$ cat src/rtl/branch_commit_queue.sv
// branch_commit_queue: in-order tracking queue for predicted conditional branches.
// Entries are allocated at issue, resolved out of order by tag, and retired in
// program order. Each retirement emits one predictor-update pulse; a retiring
// mispredicted branch raises a redirect and flushes every entry.

module branch_commit_queue #(
   parameter int unsigned DEPTH  = 8,
   parameter int unsigned TAG_W  = 3,
   parameter int unsigned ADDR_W = 32
) (
   input  logic              clk,
   input  logic              rst_in,
   input  logic              rdy_in,
   // allocation
   input  logic              alloc_en,
   input  logic [ADDR_W-1:0] alloc_pc,
   input  logic              alloc_pred,
   output logic [TAG_W-1:0]  alloc_tag,
   output logic              full,
   // resolution
   input  logic              res_en,
   input  logic [TAG_W-1:0]  res_tag,
   input  logic              res_jump,
   input  logic [ADDR_W-1:0] res_target,
   // predictor update
   output logic              rob_in_en,
   output logic [ADDR_W-1:0] rob_ain,
   output logic              rob_jump,
   // redirect
   output logic              mispredict,
   output logic [ADDR_W-1:0] redirect_pc,
   // statistics
   output logic [31:0]       stat_branches,
   output logic [31:0]       stat_mispredicts
);

   localparam logic [TAG_W:0]  LP_FULL_COUNT = (TAG_W + 1)'(DEPTH);
   localparam logic [TAG_W-1:0] LP_PTR_ONE   = TAG_W'(1);
   localparam logic [TAG_W:0]  LP_CNT_ONE    = (TAG_W + 1)'(1);
   localparam logic [ADDR_W-1:0] LP_PC_STEP  = ADDR_W'(4);

   // Queue control state
   logic [TAG_W-1:0]  r_head;
   logic [TAG_W-1:0]  r_tail;
   logic [TAG_W:0]    r_count;
   logic [DEPTH-1:0]  r_valid;
   logic [DEPTH-1:0]  r_resolved;

   // Per-entry payload
   logic [ADDR_W-1:0] r_pc     [DEPTH];
   logic              r_pred   [DEPTH];
   logic              r_actual [DEPTH];
   logic [ADDR_W-1:0] r_target [DEPTH];

   // Registered outputs
   logic              r_rob_in_en;
   logic [ADDR_W-1:0] r_rob_ain;
   logic              r_rob_jump;
   logic              r_mispredict;
   logic [ADDR_W-1:0] r_redirect_pc;
   logic [31:0]       r_stat_branches;
   logic [31:0]       r_stat_mispredicts;

   // Next-state and decode wires
   logic [TAG_W-1:0]  w_head_d;
   logic [TAG_W-1:0]  w_tail_d;
   logic [TAG_W:0]    w_count_d;
   logic [DEPTH-1:0]  w_valid_d;
   logic [DEPTH-1:0]  w_resolved_d;
   logic              w_full;
   logic              w_alloc;
   logic              w_res_hit;
   logic              w_retire;
   logic              w_mispred;
   logic [ADDR_W-1:0] w_head_pc;
   logic              w_head_actual;
   logic [ADDR_W-1:0] w_redirect;

   assign w_full    = (r_count == LP_FULL_COUNT);
   assign alloc_tag = r_tail;
   assign full      = w_full;

   // Decode this cycle's events from pre-edge state; a tag being allocated
   // now is still invalid, so a same-cycle resolve of it is dropped.
   always_comb begin
      w_alloc       = alloc_en && !w_full;
      w_res_hit     = res_en && r_valid[res_tag];
      w_retire      = r_valid[r_head] && r_resolved[r_head];
      w_mispred     = w_retire && (r_pred[r_head] != r_actual[r_head]);
      w_head_pc     = r_pc[r_head];
      w_head_actual = r_actual[r_head];
      w_redirect    = w_head_actual ? r_target[r_head] : (w_head_pc + LP_PC_STEP);
   end

   // Next-state for pointers, count and entry flags; a flush overrides
   // any same-cycle allocate or resolve.
   always_comb begin
      w_head_d     = r_head;
      w_tail_d     = r_tail;
      w_count_d    = r_count;
      w_valid_d    = r_valid;
      w_resolved_d = r_resolved;
      if (rdy_in) begin
         if (w_mispred) begin
            w_head_d     = '0;
            w_tail_d     = '0;
            w_count_d    = '0;
            w_valid_d    = '0;
            w_resolved_d = '0;
         end else begin
            if (w_retire) begin
               w_valid_d[r_head] = 1'b0;
               w_head_d          = r_head + LP_PTR_ONE;
            end
            if (w_alloc) begin
               w_valid_d[r_tail]    = 1'b1;
               w_resolved_d[r_tail] = 1'b0;
               w_tail_d             = r_tail + LP_PTR_ONE;
            end
            if (w_res_hit) begin
               w_resolved_d[res_tag] = 1'b1;
            end
            unique case ({w_alloc, w_retire})
               2'b10:   w_count_d = r_count + LP_CNT_ONE;
               2'b01:   w_count_d = r_count - LP_CNT_ONE;
               default: w_count_d = r_count;
            endcase
         end
      end
   end

   // Control state register
   always_ff @(posedge clk or negedge rst_in) begin
      if (!rst_in) begin
         r_head     <= '0;
         r_tail     <= '0;
         r_count    <= '0;
         r_valid    <= '0;
         r_resolved <= '0;
      end else begin
         r_head     <= w_head_d;
         r_tail     <= w_tail_d;
         r_count    <= w_count_d;
         r_valid    <= w_valid_d;
         r_resolved <= w_resolved_d;
      end
   end

   // Entry payload capture on allocate and resolve
   always_ff @(posedge clk or negedge rst_in) begin
      if (!rst_in) begin
         r_pc     <= '{default: '0};
         r_pred   <= '{default: 1'b0};
         r_actual <= '{default: 1'b0};
         r_target <= '{default: '0};
      end else if (rdy_in && !w_mispred) begin
         if (w_alloc) begin
            r_pc[r_tail]   <= alloc_pc;
            r_pred[r_tail] <= alloc_pred;
         end
         if (w_res_hit) begin
            r_actual[res_tag] <= res_jump;
            r_target[res_tag] <= res_target;
         end
      end
   end

   // Retirement outputs: update pulse, redirect and statistics. A pause
   // drops both pulses but holds the data outputs.
   always_ff @(posedge clk or negedge rst_in) begin
      if (!rst_in) begin
         r_rob_in_en        <= 1'b0;
         r_rob_ain          <= '0;
         r_rob_jump         <= 1'b0;
         r_mispredict       <= 1'b0;
         r_redirect_pc      <= '0;
         r_stat_branches    <= '0;
         r_stat_mispredicts <= '0;
      end else if (!rdy_in) begin
         r_rob_in_en  <= 1'b0;
         r_mispredict <= 1'b0;
      end else begin
         r_rob_in_en  <= w_retire;
         r_mispredict <= w_mispred;
         if (w_retire) begin
            r_rob_ain       <= w_head_pc;
            r_rob_jump      <= w_head_actual;
            r_stat_branches <= r_stat_branches + 32'd1;
         end
         if (w_mispred) begin
            r_redirect_pc      <= w_redirect;
            r_stat_mispredicts <= r_stat_mispredicts + 32'd1;
         end
      end
   end

   assign rob_in_en        = r_rob_in_en;
   assign rob_ain          = r_rob_ain;
   assign rob_jump         = r_rob_jump;
   assign mispredict       = r_mispredict;
   assign redirect_pc      = r_redirect_pc;
   assign stat_branches    = r_stat_branches;
   assign stat_mispredicts = r_stat_mispredicts;

endmodule

$ cat config.mk
export PLATFORM = sky130hd
export DESIGN_NAME = branch_commit_queue
export DESIGN_NICKNAME = d
export VERILOG_FILES = /design/src/rtl/branch_commit_queue.sv
export SDC_FILE = /design/constraint.sdc
export NUM_CORES = 1
export LEC_CHECK = 0
export BUFFER_PORTS_ARGS = -buffer_cell sky130_fd_sc_hd__buf_2
export CAP_MARGIN = 0
export CORE_ASPECT_RATIO = 0.7
export CORE_MARGIN = 2
export CORE_UTILIZATION = 35
export DETAILED_ROUTE_END_ITERATION = 10
export RECOVER_POWER = 100
export SYNTH_ARGS = -nofsm -noshare
export SYNTH_HDL_FRONTEND = slang
export SYNTH_SLANG_ARGS = --single-unit
$ cat constraint.sdc
create_clock -name clk -period 4.85 [get_ports clk]
set_input_delay 0.2425 -clock clk [delete_from_list [all_inputs] [get_ports clk]]
set_output_delay 0.2425 -clock clk [all_outputs]
set_load 0.005 [all_outputs]
======== After elaboration in Yosys (flattened, before gate mapping) ========
Index checks and enable logic that the tools add are counted.
cells by class
  $mul .................................... 0
  equality and inequality tests ........... 4
  bitwise gates (word level) .............. 9
  add/subtract/negate cells ............... 7
  divide/modulo/power cells ............... 0
  shift operators ......................... 0
  multiplexer cells ....................... 55
  magnitude comparators ................... 11
  reductions and logical operators ........ 22
operator list
  kind                   count
  $bwmux 256             2
  $mux 32                7
  $bmux 32 s3            2
  $demux 32 s3           2
  $mux 8                 10
  $add 32x1->32 const B  2
  $add 32x3->32 const B  1
  $and 8x8->8            2
  $bwmux 8               2
  $not 8->8              2
  $or 8x8->8             2
  $bmux 1 s3             5
  $demux 1 s3            5
  $mux 1                 14
  $reduce_and 2->1       7
  $ge 4x4->1 const B     3
  $lt 3x4->1 const B     3
  $mux 3                 4
  $not 3->4              3
  $logic_and 1x1->1      10
  $ge 3x1->1 const B     3
  $lt 4x1->1 const B     2
  $pmux 4 s2             1
  $add 3x1->3 const B    2
  10 further kinds       12
word-level totals
  output and inout port bits .............. 135
  latch bits .............................. 0
  input port bits ......................... 74
  memories kept ........................... 0
  register bits after elaboration ......... 685
  memory bits (read-only) ................. 0
  bits in writable memories ............... 0
  logic and storage cells ................. 152

======== Longest topological paths before layout ========
Gate-level depths: netlist (run 1).
  depth after elaboration ................. 12
  mapped depth ............................ 14
  gate-level depth less buffers ........... 10

======== Least setup slack after synthesis (run 1) ========
OpenSTA, ideal clock, no wires.
  kind .................................... register to register
  start ................................... register r_head[2]
  end ..................................... register r_redirect_pc[22], in the netlist redirect_pc[22]
  setup time .............................. 126 ps
  setup slack ............................. 2072 ps
  arrival ................................. 2652 ps
  data required time ...................... 4724 ps
  cell stages (with the launch flop) ...... 14
  period minus slack after synthesis ...... 2778 ps
  path buffers ............................ 3
  path through ............................ dfrtp_1 > buf_6 > buf_6 > buf_6 > or2_2 > o22ai_1 > or3_1 > ha_1 > nand4_1 > nor2_2 > nand2_2 > or4_1 > a31oi_1 > a21oi_1
between the ends
  elaborated cells on any way between the ends .. 23
  those cells by class .................... 1 x add/sub; 1 x eq/ne; 17 x mux; 1 x bitwise; 3 x reduce/logical
RTL lines
  element                                      line  RTL
  start: declaration                           43    logic [TAG_W-1:0] r_head;
  start signal: assignment                     141   r_head <= w_head_d;
  $not 3->4 (implied by the code)              90    w_head_pc = r_pc[r_head];
  $bmux 32 s3                                  90
  $mux 32 (implied by the code) (2 in series)  90
  via w_head_pc[2]                             75    logic [ADDR_W-1:0] w_head_pc;
  $add 32x3->32                                92    w_redirect = w_head_actual ? r_target[r_head] : (w_head_pc + LP_PC_STEP);
  $mux 32                                      92
  end signal: assignment                       191   r_redirect_pc <= w_redirect;
  end: declaration                             60    logic [ADDR_W-1:0] r_redirect_pc;
The timed path passes the listed nets, and every way through them passes these cells. The select of a mux whose other input is x is not followed.
A chain may end at the register's enable or synchronous reset.

======== Final worst setup path (run 1) ========
  start ................................... register r_head[2]
  end ..................................... register r_pc[9] (netlist name)
between the ends
  word-level cells in the longest chain between the ends .. 9
  elaborated cells on any way between the ends .. 17
  those cells by class .................... 1 x eq/ne; 10 x mux; 1 x bitwise; 5 x reduce/logical
RTL lines
  element                                     line  RTL
  $not 3->4 (implied by the code)             89    w_mispred = w_retire && (r_pred[r_head] != r_actual[r_head]);
  $bmux 1 s3                                  89
  $mux 1 (implied by the code) (2 in series)  89
  $ne 1x1->1                                  89
  $logic_and 1x1->1 (*)                       89
  $logic_not 1->1 (*)                         156   end else if (rdy_in && !w_mispred) begin
  $logic_and 1x1->1 (*)                       156
  $reduce_and 2->1 (no source line) (*)       n/a
  end signal: indexed assignment              158   r_pc[r_tail] <= alloc_pc;
  end: declaration                            50    logic [ADDR_W-1:0] r_pc [DEPTH];
Mark *: on every way between the ends. The rest lies on a longest branch, timed or not. The select of a mux whose other input is x is not followed.

==> impl_metrics.toml, run 1 <==
[sta]
min_period_ns = 4.418
rsz0062_at_grt = "false"
max-slew-margin-rel_pct = -78.21
max_freq_mhz = 226.4
worst_pin_slew_ns = 2.673
setup_violations = 0
skew_ns = 0.02337
finalHoldViolCount = 0
fin_crit_sh_pct = 91.09
maxSlewViolCount = 127
timing.setup.tns_ns = 0

[global_route]
grt.overflow.total = 0
track_usage_pct = 20.71
grt_pass1_vias = 21870
grt_max_degree = 137
antenna_found_initial = 4
grt_pass1_wl_mm = 141.2

[cells_and_area]
final_layout_size_suffix_gt1_share_pct = 33.53
num-nets-final = 2683
fin_util_pct = 41.50
area_delta_synth_final_pct = 16.87

[synth]
ys.flop_type = "dfrtp_1"
synthCells = 2330
synth_edf_count = 0
syn_area_um2 = 30750
synthArstFlopShare_pct = 100.0
synth_largest_area_cell = "dfrtp_1"
yosysUniqueCellTypes = 75
syn_avg_cell_area_um2 = 13.20
ys_seq_elements = 685
yosysSeqAreaShare_pct = 55.74
synth_warnings = 0
syn_nets = 2411
yosys-top-cells-area = "dfrtp_1, mux2_2, nand2_1, xnor2_1, mux4_2"
synthDominantCellAreaShare_pct = 55.74

[route]
wl_per_cell_um = 24.66
drt-initial-drc-count = 1990
vias_per_cell = 5.606
drtAntennaViolNets = 0
first_pass_iters = 5
drc = 0
wl_mm = 93.81
routed-via-count = 21330

[power_and_ir_drop]
ir_worst_vdd_uv = 317.0
power_switching_uw = 7816
p_sw_share_pct = 35.23
power_frac_comb_pct = 34.0
internal_power_uw = 14370
p_clk_share_pct = 25.0
p_leak_uw = 0.01608
p_per_area_nw_per_um2 = 617.3
pwr-share-seq_pct = 40.9

[die]
die-width_um = 358.3
ios = 209
rows = 90
core_area_um2 = 86600
initial_utilization_pct = 35.51
die_h_um = 252
dieArea_um2 = 90290

[setup_path]
cp_top_family = "buffers and inverters"
slowest_stage = "clkbuf_2"
cp-end-kind = "flip-flop"
r2r_end = "r_pc[9]$_DFFE_PN0P_"
path_buf_inv = 3
arrival_ns = 4.91
r2r_start = "r_head[2]$_DFFE_PN0P_"
cp_max_fo = 34
reg2reg_depth = 10
reg2reg_slack_ns = 0.43
slowest_delay_ns = 1.06
start_kind = "flip-flop"
worst-setup-path-type = "flip-flop to flip-flop"
cp_common_cell = "nand2_1"
critPathRequiredTime_ns = 5.34
crit_chain = "inv_1 > mux4_2 > mux2i_1 > clkbuf_1 > nand2_1 > nand2_1 > nor2_1 > nand3_2 > clkbuf_2 > mux2_2"

[clock_tree]
clockBufferDepth = 3
path_clk_slew_ns = 0.06
post_cts_buffers = 0
clock_latency_ns = 0.62
cts.sinks = 685
cts_tree = "built"
cts-root-buf = "clkbuf_16"
h-tree-depth = 3
numCtsBuffers = 68

[run_status]
outcome = "complete, but fails checks"
failed_checks = "capacitance limit, slew limit"

[min_path]
hold_class = "input pin to flip-flop"
hold_path_end = "r_actual[0]$_DFFE_PN0P_"
hold_start = "res_tag[2]"
hold_depth = 3

[placement]
gp_congestion = 0.8641
post-dp-hpwl_mm = 60.19
port_buffers = 208

[flow_run]
maxCapViolCount = 2
[metrics by stage]
step           setup WS, ns  std cells  cell area [µm²]  hold WS (ns)  power, µW
6_report             0.4322       3804            35940        0.1053      22190
3_3_place_gp         0.7324       3611            33160        0.3199      16300
4_1_cts              0.8590       3801            36200       0.05000      22340
2_1_floorplan         2.072       2330            30750      -0.05309      13640
3_5_place_dp         0.8871       3612            33170        0.3434      16690
5_1_grt              0.3090       3802            35940        0.1115      23310
[flip-flops by register name, indices dropped and copies added (netlist names), 3 cells and up]
register / cells
stat_branches: 32
r_head: 3
r_actual: 8
r_resolved: 8
r_target: 256
r_pc: 256
r_pred: 8
alloc_tag: 3
stat_mispredicts: 32
r_valid: 8
rob_ain: 32
r_count: 4
redirect_pc: 32
[cell type report]
type / instances / area [µm²]
Antenna cell: 3 / 7.507
Inverter: 16 / 60.06
Clock inverter: 20 / 266.5
Tap cell: 1150 / 1439
Sequential cell: 685 / 17150
Fill cell: 7978 / 50650
Timing Repair Buffer: 343 / 2130
Clock buffer: 99 / 2062
Multi-Input combinational cell: 1488 / 12830
[metal layers]
layer / wire length (µm) / part of all wire [%] / track usage (%) / up-vias
met5: 34 / 0.036 / 0 / -
met4: 2411 / 2.6 / 5.786 / 4
met3: 7331 / 7.8 / 4.854 / 149
met2: 41690 / 44 / 30.97 / 806
met1: 42340 / 45 / 29.94 / 11230
li1: - / - / - / 9136
[power groups by stage]
stage,logic (µW),clock network [µW],registers [µW]
detailed placement,7560,0,9130
global placement,7340,0,8970
global route,8110,5910,9290
finish,7550,5550,9080
floorplan,5030,0,8610
CTS,7650,5660,9040
[cells by family after synthesis]
kind of cell    count (synthesis)  synth area share (%)
compound gates                352                 8.028
xor+xnor                       90                 2.563
fa+ha+maj                       7                0.2848
buf+inv                       157                 2.702
flops                         685                 55.74
mux                           618                 23.83
simple gates                  421                 6.852
[Yosys cell counts (all sizes together), types with 6 or more instances]
cell type and number:
nand4 33, a31oi 21, and4 7, xor2 20
a22o 36, o21ai 76, a21oi 44, inv 16
nor4 10, a211oi 6, mux4 34, mux2 552
xnor2 70, nor2b 10, dfrtp 685, buf 95
nor3 13, ha 7, clkbuf 46, nand2 168
mux2i 32, a221oi 41, nor2 79, and3 17
nand2b 6, a22oi 80, a311oi 10, nand3 42
or3 6, and2 11
[worst min-delay path: stages]
cell     delay (ns)
buf_2          0.13
nand3_1        0.15
mux2_2         0.17
[worst max path at each step]
stage                          start                          end  slack, ns  cells past startpoint
2_1_floorplan  r_head[2]$_DFFE_PN0P_  redirect_pc[22]$_DFFE_PN0P_       2.07                     13
3_3_place_gp   r_head[0]$_DFFE_PN0P_  redirect_pc[24]$_DFFE_PN0P_       0.73                      9
3_5_place_dp   r_head[0]$_DFFE_PN0P_  redirect_pc[22]$_DFFE_PN0P_       0.89                     10
4_1_cts        r_head[0]$_DFFE_PN0P_  redirect_pc[22]$_DFFE_PN0P_       0.86                     10
5_1_grt        r_head[2]$_DFFE_PN0P_          r_pc[5]$_DFFE_PN0P_       0.31                     10
6_report       r_head[2]$_DFFE_PN0P_          r_pc[9]$_DFFE_PN0P_       0.43                     10
[timing repair]
action | 4_1_cts | 5_1_grt
hold endpoints to repair | 616 | 0
hold buffers | 70 | 0
setup endpoints to repair | 0 | 0
resized for setup | 0 | 0
[layout by cell type, fill, tap and decap left out, drive strengths merged, types with 6 or more instances in the layout]
| cell type | synthesis | layout |
|---|---|---|
| a311oi | 10 | 10 |
| a221oi | 41 | 41 |
| or3 | 6 | 6 |
| ha | 7 | 7 |
| inv | 16 | 18 |
| nand2 | 168 | 168 |
| a21oi | 44 | 44 |
| a211oi | 6 | 6 |
| nor2 | 79 | 79 |
| bufinv | 0 | 6 |
| a31oi | 21 | 21 |
| nor4 | 10 | 10 |
| dfrtp | 685 | 685 |
| nand2b | 6 | 6 |
| and2 | 11 | 11 |
| nor2b | 10 | 10 |
| xor2 | 20 | 20 |
| clkinv | 0 | 10 |
| mux2i | 32 | 32 |
| a22oi | 80 | 80 |
| clkbuf | 46 | 214 |
| dlygate4sd3 | 0 | 70 |
| a22o | 36 | 36 |
| and4 | 7 | 7 |
| mux4 | 34 | 34 |
| mux2 | 552 | 552 |
| nor3 | 13 | 13 |
| nand3 | 42 | 42 |
| buf | 95 | 158 |
| xnor2 | 70 | 70 |
| o21ai | 76 | 76 |
| nand4 | 33 | 33 |
| and3 | 17 | 17 |
Power figures use the tool's default switching activity.
==> inputs of run 2 (changes only) <==
==> constraint.sdc (replaced) <==
create_clock -name clk -period 4.85 [get_ports clk]
set_input_delay 0.97 -clock clk [delete_from_list [all_inputs] [get_ports clk]]
set_output_delay 0.97 -clock clk [all_outputs]
set_load 0.005 [all_outputs]
==> run 2 against run 1 <==
  * The flow still finishes with violations (capacitance limit, slew limit)
  * Utilization fell by 0.94 points
  * Critical path depth did not move
  * Clock skew fell by 0.0026 ns
  * Clock-buffer cell count fell by 8
  * Highest routed layer unchanged
==> impl_metrics.toml, run 2 (synthesized netlist as in run 1, its figures left out) <==
[die]
ios = 209
dieArea_um2 = 90290
die_h_um = 252
rows = 90
core_area_um2 = 86600
initial_utilization_pct = 35.51
die-width_um = 358.3

[run_status]
failed_checks = "capacitance limit, slew limit"
outcome = "complete, but fails checks"

[route]
routed-via-count = 21090
drc = 0
wl_per_cell_um = 24.95
vias_per_cell = 5.642
drtAntennaViolNets = 0
first_pass_iters = 6
drt-initial-drc-count = 2068
wl_mm = 93.25

[sta]
maxSlewViolCount = 106
max_freq_mhz = 234.4
skew_ns = 0.02080
setup_violations = 0
timing.setup.tns_ns = 0
rsz0062_at_grt = "false"
setup_ws_ns = 0.5832
worst_pin_slew_ns = 2.481
max-slew-margin-rel_pct = -65.37
min_period_ns = 4.267
finalHoldViolCount = 0
holdWs_ns = 0.4712
fin_crit_sh_pct = 87.97

[global_route]
grt_pass1_wl_mm = 141.0
grt_pass1_vias = 21750
grt.overflow.total = 0
grt_max_degree = 146
antenna_found_initial = 19
track_usage_pct = 20.73

[placement]
preCtsSetupSlack_ns = 0.8646
place_area_um2 = 33140
placedCellCount = 3613
gp_congestion = 0.8701
port_buffers = 208
post-dp-hpwl_mm = 61.40

[setup_path]
cp_max_fo = 35
cp-end-kind = "flip-flop"
critPathRequiredTime_ns = 5.35
worst-setup-path-type = "flip-flop to flip-flop"
arrival_ns = 4.77
start_kind = "flip-flop"

[cells_and_area]
fillers = 8126
layout_commonest_cell = "dfrtp_1"
final_cell_mix = "dfrtp_1, mux2_2, nand2_1"
fin_cells = 3737
area_delta_synth_final_pct = 14.21
num-nets-final = 2616
top_regs = "r_pc: 256 flops, r_target: 256 flops"
final_layout_size_suffix_gt1_share_pct = 34.47
final_area_um2 = 35120

[clock_tree]
h-tree-depth = 3
clock_latency_ns = 0.62
cts_resized = 0
cts.sinks = 685
numCtsBuffers = 70
cts_tree = "built"
post_cts_buffers = 0
clockBufferDepth = 3
path_clk_slew_ns = 0.06
cts-root-buf = "clkbuf_16"
cts_hold_buf = 0

[min_path]
hold_class = "flip-flop to flip-flop"

[flow_run]
maxCapViolCount = 2

[power_and_ir_drop]
ir_worst_vdd_uv = 273.6
p_per_area_nw_per_um2 = 623.0
p_leak_uw = 0.01575
[run 2: through the flow]
step | util, % | total power [µW]
final | 40.56 | 21880
after global routing | 40.55 | 23060
after CTS | 40.84 | 22050
after detailed placement | 38.27 | 16650
after global placement | 38.26 | 16320
after floorplan | - | 13640
[run 2: path summary, 6_finish.rpt]
path	start	endpoint	slack (ns)	cells past startpoint
setup / recovery	r_head[1]$_DFFE_PN0P_	r_pc[70]$_DFFE_PN0P_	0.58	10
hold / removal	redirect_pc[14]$_DFFE_PN0P_	redirect_pc[14]$_DFFE_PN0P_	0.47	2
setup reg to reg	r_head[1]$_DFFE_PN0P_	r_pc[70]$_DFFE_PN0P_	0.58	10
hold reg to reg	redirect_pc[14]$_DFFE_PN0P_	redirect_pc[14]$_DFFE_PN0P_	0.47	2
max in group asynchronous	rst_in	redirect_pc[16]$_DFFE_PN0P_	1.04	2
min in group asynchronous	rst_in	rob_ain[24]$_DFFE_PN0P_	1.09	1
[run 2: power breakdown]
part / total, µW / internal, µW / leakage (µW) / switching [µW]
clock network: 5350 / 3040 / 0.00110 / 2310
logic: 7430 / 3260 / 0.00582 / 4170
registers: 9110 / 7770 / 0.00883 / 1340
[run 2: area by class of cell]
type	count	area, µm²	share of cell area, %
flip-flops and latches	685	17150	48.83
clock buffers	91	1974	5.621
clock inverters	28	251.5	0.7160
diodes	5	12.51	0.03562
inverters	16	60.06	0.1710
well taps	1150	1439	4.097
repair buffers	274	1408	4.008
multi-input cells	1488	12830	36.52
[run 2: routing by layer]
metal	wire length [µm]	share of wire, %	global-route usage, %
met4	2169	2.3	5.750
met2	41390	44	31.00
met1	41440	44	29.03
met3	8133	8.7	6.293
met5	117	0.13	0
[run 2: critical path, cell delays in order (launching register included)]
cell and delay (ns):
dfrtp_4 0.68, inv_1 0.26, mux4_2 0.52, mux2i_1 0.25, clkbuf_1 0.21, nand2_1 0.19, nand2_1 0.23, nor2_1 0.12
nand2_1 0.79, clkbuf_2 0.48, mux2_2 0.39
==> inputs of run 3 (changes only) <==
ABC_AREA = 0   (was not set)
PLACE_DENSITY = 0.62   (was not set)
==> run 3 against run 2 <==
  * The flow still finishes with violations (capacitance limit, slew limit)
  * Routed wire length decreased by 0.85%
  * Sequential share of layout area decreased by 0.089 points
  * Register-to-register slack got worse by 0.04 ns
  * Final cell count decreased by 0.24%
  * Sequential power about the same
  * Critical endpoint is now redirect_pc[24]$_DFFE_PN0P_
  * Clock power increased by 2%
  * Die area unchanged
  * Via count decreased by 0.57%
  * Critical path type unchanged
==> impl_metrics.toml, run 3 (synthesized netlist as in run 1, its figures left out) <==
[run_status]
outcome = "complete, but fails checks"
failed_checks = "capacitance limit, slew limit"

[cells_and_area]
num-nets-final = 2610
final_layout_size_suffix_gt1_share_pct = 34.83
final_cell_mix = "dfrtp_1, mux2_2, nand2_1"
fin_cells = 3728
area_delta_synth_final_pct = 14.42
fillers = 8008
layout_commonest_cell = "dfrtp_1"
top_regs = "r_pc: 256 flops, r_target: 256 flops"

[clock_tree]
numCtsBuffers = 67
path_clk_slew_ns = 0.07
cts_tree = "built"
clock_latency_ns = 0.62
h-tree-depth = 3
clockBufferDepth = 3
cts.sinks = 685
post_cts_buffers = 0
cts-root-buf = "clkbuf_16"
cts_hold_buf = 0
cts_resized = 0

[sta]
timing.setup.tns_ns = 0
max_freq_mhz = 232.0
skew_ns = 0.02078
holdWs_ns = 0.4809
setup_violations = 0
finalHoldViolCount = 0
fin_crit_sh_pct = 88.89
worst_pin_slew_ns = 2.793
min_period_ns = 4.311
maxSlewViolCount = 218
rsz0062_at_grt = "false"
max-slew-margin-rel_pct = -86.23

[setup_path]
cp-end-kind = "flip-flop"
cp_top_family = "compound AO/OA/AOI/OAI gates"
reg2reg_slack_ns = 0.54
slowest_delay_ns = 1.18
path_buf_inv = 1
worst-setup-path-type = "flip-flop to flip-flop"
start_kind = "flip-flop"
slowest_stage = "a222oi_1"
crit_chain = "clkbuf_2 > nand2b_1 > nor2_4 > a222oi_1 > nor2_1 > nand4_2 > nor4_1 > xnor2_1 > a221o_1"
critPathRequiredTime_ns = 5.34
arrival_ns = 4.80
cp_max_fo = 33

[route]
wl_mm = 92.45
routed-via-count = 20970
drc = 0
wl_per_cell_um = 24.80
drtAntennaViolNets = 0
drt-initial-drc-count = 1888
vias_per_cell = 5.624
first_pass_iters = 5

[min_path]
hold_class = "flip-flop to flip-flop"

[power_and_ir_drop]
p_sw_share_pct = 35.35
internal_power_uw = 14240
power_switching_uw = 7786
p_clk_share_pct = 24.9
total_power_uw = 22030
p_per_area_nw_per_um2 = 626.0
p_leak_uw = 0.01576
pwr-share-seq_pct = 41.4
ir_worst_vdd_uv = 296.0
power_frac_comb_pct = 33.7

[die]
die_h_um = 252
initial_utilization_pct = 35.51
dieArea_um2 = 90290
ios = 209
die-width_um = 358.3
rows = 90
core_area_um2 = 86600

[placement]
post-dp-hpwl_mm = 59.55
gp_congestion = 0.8695
placedCellCount = 3610
port_buffers = 208

[global_route]
antenna_found_initial = 13
grt.overflow.total = 0
grt_max_degree = 122
grt_pass1_wl_mm = 139.2
track_usage_pct = 20.38
grt_pass1_vias = 21450

[flow_run]
maxCapViolCount = 4
[run 3: cell count changes in the layout (fill, tap and decap cells not counted), moves of 4 or more]
cell	delta
clkbuf_2	-9
bufinv_16	+4
nand2_2	+9
clkinv_2	-8
nand2_1	-9
buf_4	+14
[run 3: area by class of cell]
type                       count  area [µm²]  area share, %
tap                         1150        1439          4.089
sequential                   685       17150          48.74
timing repair buffer         271        1395          3.965
multi-input combinational   1488       12850          36.53
antenna                        3       7.507        0.02134
inverter                      16       60.06         0.1707
clock buffer                  93        1969          5.597
clock inverter                22       311.5         0.8854
[run 3: worst min-delay path: cells and delay by family (launching register included)]
kind / cells / cell delay (ns)
flip-flops: 1 / 0.34
AND/OR/NAND/NOR: 2 / 0.11
[run 3: final timing paths]
check | from | endpoint | cells past startpoint
worst max-delay path | r_head[1]$_DFFE_PN0P_ | redirect_pc[24]$_DFFE_PN0P_ | 9
min in group asynchronous | rst_in | r_pc[32]$_DFFE_PN0P_ | 1
worst max register to register | r_head[1]$_DFFE_PN0P_ | redirect_pc[24]$_DFFE_PN0P_ | 9
worst min-delay path | rob_ain[16]$_DFFE_PN0P_ | rob_ain[16]$_DFFE_PN0P_ | 2
worst min register to register | rob_ain[16]$_DFFE_PN0P_ | rob_ain[16]$_DFFE_PN0P_ | 2
max in group asynchronous | rst_in | r_target[215]$_DFFE_PN0P_ | 2
[run 3: power by group through the flow]
stage | Combinational, µW | Clock, µW | Sequential (µW)
after global routing | 7950 | 5830 | 9330
final | 7420 | 5480 | 9130
after detailed placement | 7420 | 0 | 9170
after floorplan | 5030 | 0 | 8610
after global placement | 7210 | 0 | 9010
after CTS | 7450 | 5580 | 9080
[run 3: per-stage QoR]
step,util [%],setup WS [ns],instance area [µm²]
after global routing,40.63,0.3033,35180
after floorplan,-,2.072,30750
final,40.63,0.5390,35190
after detailed placement,38.22,0.7964,33090
after global placement,38.22,0.8753,33090
after CTS,40.85,0.7888,35370
[run 3: routing by layer]
metal / vias to the layer above / part of all wire (%) / track usage (%)
li1: 8996 / - / -
met1: 11040 / 46 / 29.58
met2: 776 / 44 / 30.72
met3: 141 / 7.8 / 4.600
met4: 10 / 2.0 / 5.081
met5: - / 0.072 / 0
